<file path="config.mk">
export PLATFORM = sky130hd
export DESIGN_NAME = masked_xor_pipe
export DESIGN_NICKNAME = d
export VERILOG_FILES = /design/src/rtl/masked_xor_pipe.sv
export SDC_FILE = /design/constraint.sdc
export NUM_CORES = 1
export LEC_CHECK = 0
export CORE_UTILIZATION = 36
export CTS_CLUSTER_DIAMETER = 80
export CTS_CLUSTER_SIZE = 25
export DETAILED_ROUTE_END_ITERATION = 10
export PLACE_DENSITY = 0.89
export SETUP_SLACK_MARGIN = 0.05
export SLEW_MARGIN = 20
export SYNTH_ARGS = -nofsm -noshare
export SYNTH_HDL_FRONTEND = slang
export SYNTH_SLANG_ARGS = --single-unit
</file>
<file path="constraint.sdc">
create_clock -name clk -period 1.1 [get_ports clk]
set_clock_uncertainty 0.05 [all_clocks]
set_input_delay 0.11 -clock clk [delete_from_list [all_inputs] [get_ports clk]]
set_output_delay 0.11 -clock clk [all_outputs]
set_load 0.01 [all_outputs]
</file>
<file path="src/rtl/masked_xor_pipe.sv">
// Share-wise XOR of two Boolean-masked operands with optional ring refresh,
// followed by a valid/ready register pipeline that isolates glitches between masked layers.
module masked_xor_pipe #(
    parameter int WIDTH   = 8,
    parameter int SHARES  = 3,
    parameter int STAGES  = 1,
    parameter int REFRESH = 1
) (
    input  logic                    clk,
    input  logic                    rst_n,
    input  logic                    in_valid,
    output logic                    in_ready,
    input  logic [SHARES*WIDTH-1:0] a,
    input  logic [SHARES*WIDTH-1:0] b,
    input  logic [SHARES*WIDTH-1:0] rnd,
    input  logic                    rnd_valid,
    output logic                    out_valid,
    input  logic                    out_ready,
    output logic [SHARES*WIDTH-1:0] z
);

    localparam int DW = SHARES * WIDTH;

    logic              advance;
    logic              transfer;
    logic [DW-1:0]     mask;
    logic [DW-1:0]     stage1_d;
    logic [STAGES-1:0] stage_vld;
    logic [DW-1:0]     stage_data [STAGES];

    assign advance  = !stage_vld[STAGES-1] || out_ready;
    assign transfer = in_valid && in_ready;

    // Without refresh the randomness port is irrelevant, so acceptance only waits on the pipe.
    if (REFRESH != 0) begin : g_ready_rnd
        assign in_ready = advance && rnd_valid;
    end else begin : g_ready_plain
        assign in_ready = advance;
    end

    // Each r_j enters exactly two shares, so every mask word cancels in the unshared value.
    if (REFRESH == 0) begin : g_mask_none
        logic unused_rnd;
        assign mask       = '0;
        assign unused_rnd = ^{rnd, rnd_valid};
    end else if (SHARES == 2) begin : g_mask_pair
        logic unused_rnd;
        assign mask       = {2{rnd[WIDTH-1:0]}};
        assign unused_rnd = ^rnd[2*WIDTH-1:WIDTH];
    end else begin : g_mask_ring
        for (genvar i = 0; i < SHARES; i++) begin : g_share
            assign mask[i*WIDTH +: WIDTH] = rnd[i*WIDTH +: WIDTH]
                                          ^ rnd[((i + SHARES - 1) % SHARES)*WIDTH +: WIDTH];
        end
    end

    assign stage1_d = a ^ b ^ mask;

    // All stages move in lockstep; a bubble still loads stage-1 data, which is simply ignored downstream.
    always_ff @(posedge clk or negedge rst_n) begin
        if (!rst_n) begin
            stage_vld <= '0;
            for (int s = 0; s < STAGES; s++) begin
                stage_data[s] <= '0;
            end
        end else if (advance) begin
            stage_vld[0]  <= transfer;
            stage_data[0] <= stage1_d;
            for (int s = 1; s < STAGES; s++) begin
                stage_vld[s]  <= stage_vld[s-1];
                stage_data[s] <= stage_data[s-1];
            end
        end
    end

    assign out_valid = stage_vld[STAGES-1];
    assign z         = stage_data[STAGES-1];

endmodule

</file>
==> After elaboration in Yosys (flattened, before gate mapping) <==
Cells that the tools add are included.
Widths: inputs -> output; s select.
{ "word_totals": {"ff_bits": 25, "input_bits": 77, "output_inout_bits": 26, "word_cells": 11} }
{ "op_classes": {"bitwise": 5, "n_reduce_logical": 4} }
{ "ops": {"columns": ["cell", "n"], "rows": [
  ["$xor 24x24->24", 2],
  ["$xor 8x8->8", 3],
  ["$logic_and 1x1->1", 2],
  ["$logic_not 1->1", 1],
  ["$logic_or 1x1->1", 1]
]} }

==> Depth between registers and ports, before layout <==
{ "logic_depth": {"ltp_word": 4, "mapped_depth": 5, "ltp_nobuf": 3} }

==> Worst setup path after synthesis <==
OpenSTA, ideal clock, no wires.
{ "synth_timing": {"path_type": "reg-to-output", "startpoint": "register stage_vld (netlist: out_valid)", "endpoint": "output in_ready", "arrival_ns": 0.897, "t_required_ns": 0.940, "setup_slack_ns": 0.043, "path_stages_with_launch": 5, "path_buffers": 2, "path_cell_list": "dfrtp_1 > nand2b_4 > buf_6 > buf_6 > and2_1"} }
{ "synth_between": {"elab_chain_cells": 3} }
{ "synth_lines": {"columns": ["element", "line", "rtl"], "rows": [
  ["from (decl)", "28", "logic [STAGES-1:0] stage_vld;"],
  ["from (signal, indexed assignment)", "70", "stage_vld[s] <= stage_vld[s-1];"],
  ["$logic_not 1->1", "31", "assign advance = !stage_vld[STAGES-1] || out_ready;"],
  ["$logic_or 1x1->1", "31", null],
  ["$logic_and 1x1->1", "36", "assign in_ready = advance && rnd_valid;"],
  ["to (decl)", "12", "output logic in_ready,"]
]} }
Every way passes these cells.

==> Worst setup path after layout <==
Ends and elaborated chain as after synthesis.

==> flow_summary.toml <==
[route]
dr.pass1.iters = 3
drt_iter0_drc = 34
vias = 1372
drc = 0
drt-total-wl_um = 3420
routedWlPerCell_um = 11.0
via_per_inst = 4.41
drtAntennaViolNets = 0

[logic_synthesis]
yosys.cell_count.top_type = "xnor2_1"
synth_compound_area_share_pct = 7.69
synthAdderAreaFrac_pct = 0
synthTopCellsByArea = "xnor2_1, dfrtp_1, a21oi_1, nor2_1, buf_6"
synth-main-ff-cell = "dfrtp_1"
synth_top_area_share_pct = 40.4
synth_xor_area_share_pct = 40.4
yosysSeqAreaShare_pct = 40.1
netlist_area_um2 = 1560
synthCells = 155
synthMuxAreaShare_pct = 0
syn-num-nets = 232
synthSimpleGateAreaFrac_pct = 7.53
post_synth.cell_area_avg_um2 = 10.1
synth_top_cell_by_area = "xnor2_1"
synth_cell_types = 8
synth_edf_count = 0
ys_ff_latch = 25
synth_top_family_by_area = "XOR/XNOR gates"
yosysWarnings = 0
synth_commonest_cells = "xnor2_1, dfrtp_1, a21oi_1, nor2_1, buf_6"
async_flop_share_pct = 100

[worst_setup_path]
crit_path_cell_trace = "nand2b_4 -> and2_4 -> buf_6"
slowest_stage = "dfrtp_1"
worst-setup-path-type = "flop to primary output"
reg2reg_slack_ns = 0.02
crit_fanout = 2
cp-start-kind = "flop"
worst_ep_arrival_time_ns = 1.01
r2r-start = "out_valid$_DFFE_PN0P_"
path_buf_inv = 1
end_kind = "primary output"
critPathLaunch = "out_valid$_DFFE_PN0P_"
required_ns = 0.94
max_stage_delay_ns = 0.42
critPathTopFamily = "flip-flops"

[run_status]
status = "complete, but fails checks"
violations = "negative setup slack"

[floorplanning]
die-area_um2 = 4600
fp.dieW_um = 67.9
core_um2 = 4090
die_h_um = 67.9
rows = 23
pin_count = 103
start_util_pct = 38.2

[timing]
finalCritPeriodShare_pct = 106
rsz0062_at_grt = "yes"
setup-violations-final = 2
setup_ws_ns = -0.0697
hold_violations = 0
slew_headroom_pct = 85.1
tightest_slew_ns = 0.222
maxSlewViolCount = 0
fin_crit_ns = 1.17
fmax_mhz = 855

[place]
gp_congestion = 0.664
pre_cts_ws_ns = -0.407
hpwl_um = 2820
io_buffers = 102
place_inst = 303

[power_and_ir_drop]
power_mw = 3.00
powerDensity_nw_per_um2 = 1160
power_leakage_nw = 1.01
peakVddDrop_mv = 0.835

[flow_run]
cap_violations = 0

[cells_and_area]
drive_gt1_share_pct = 16.1
diodes = 0
layout.nets = 339
syn_to_final_growth_pct = 65.9
fill_cells = 345
layout.cells.non_filler = 311

[global_route]
grt_pass1_vias = 1294
grt_max_degree = 50
antenna_found_initial = 0
grt.total_usage_pct = 15.0
grt.overflow.total = 0
grt_pass1_wl_um = 5240

[cts]
htree_levels = 1
cts_root_buf = "clkbuf_8"
cts_buffer_depth = 2
cts_tree = "yes"
cts_made_buffers = 3
path_clk_slew_ns = 0.08
insertion_delay_ns = 0.26
cts_sinks = 25
ctsHoldBuffers = 0

[hold_path]
holdCritPathClass = "input port to asynchronous set/reset pin"
==> metal layers <==
| metal | vias to the layer above | GRT usage [%] | part of all wire, % |
|---|---|---|---|
| met5 | - | 0 | 0 |
| met4 | 0 | 2.34 | 0.41 |
| met3 | 2 | 5.50 | 8.0 |
| met2 | 53 | 30.0 | 56 |
| met1 | 618 | 14.7 | 35 |
| li1 | 699 | - | - |
==> path summary, 6_finish.rpt <==
kind	cells past startpoint	to
worst max-delay path	3	in_ready
worst min-delay path	2	z[22]$_DFFE_PN0P_
worst max register to register	4	z[0]$_DFFE_PN0P_
worst min register to register	2	z[5]$_DFFE_PN0P_
max in group asynchronous	2	z[13]$_DFFE_PN0P_
min in group clk	3	out_valid$_DFFE_PN0P_
==> flip-flops by register name, summed over array words and instances (netlist names) <==
register,cells
out_valid,1
z,24
==> repair_timing <==
action,in CTS,in global routing
pin swaps,1,0
setup buffers,1,3
gates cloned,0,0
endpoints found under the hold margin,0,0
resized for setup,82,20
setup endpoints to repair,51,41
==> stage by stage <==
step | hold WS (ns) | area [um2] | util, % | TNS (ns)
after CTS | 0.155 | 2630 | 64.3 | -0.256
after floorplan | -0.236 | 1560 | - | 0
final | 0.150 | 2590 | 63.4 | -0.111
after global placement | 0.432 | 2610 | 63.8 | -7.39
after global routing | 0.164 | 2590 | 63.4 | -0.411
after detailed placement | 0.442 | 2610 | 63.8 | -8.84
==> layout by cell type (no fill, tap or decap) <==
cell and count:
buf_12 2, clkinv_2 1, xnor2_1 72, clkbuf_8 3
buf_2 16, clkbuf_2 8, nand2_1 2, dlygate4sd2_1 1
a21oi_2 2, buf_4 4, clkdlybuf4s50_1 76, dfrtp_1 25
buf_6 1, and2_4 1, nand2b_4 1, a21oi_1 22
nor2_1 21, nor2_2 3
==> layout make-up <==
type	instances	area, um2	area share, %
Clock buffer	3	41.3	1.59
Tap cell	50	62.6	2.41
Multi-Input combinational cell	124	886	34.2
Clock inverter	1	5.00	0.193
Sequential cell	25	626	24.1
Timing Repair Buffer	108	971	37.5
==> logic make-up after synthesis <==
| logic type | Yosys count |
|---|---|
| XOR/XNOR | 72 |
| AND/OR/NAND/NOR | 28 |
| flip-flops | 25 |
| AO/OA/AOI/OAI | 24 |
| buffers and inverters | 6 |
==> worst reg2reg max path, stage by stage, from the launching register on <==
cell and delay [ns]:
dfrtp_1 0.42, nand2b_4 0.10, buf_12 0.22, nor2_1 0.08, a21oi_1 0.13
==> power breakdown <==
part / switching [mW] / leakage (nW) / internal [mW] / total [mW]
logic: 0.520 / 0.694 / 0.741 / 1.26
registers: 0.104 / 0.286 / 1.11 / 1.22
clock network: 0.272 / 0.0255 / 0.253 / 0.525
total: 0.895 / 1.01 / 2.11 / 3.00
(Power assumes the default switching activity.)
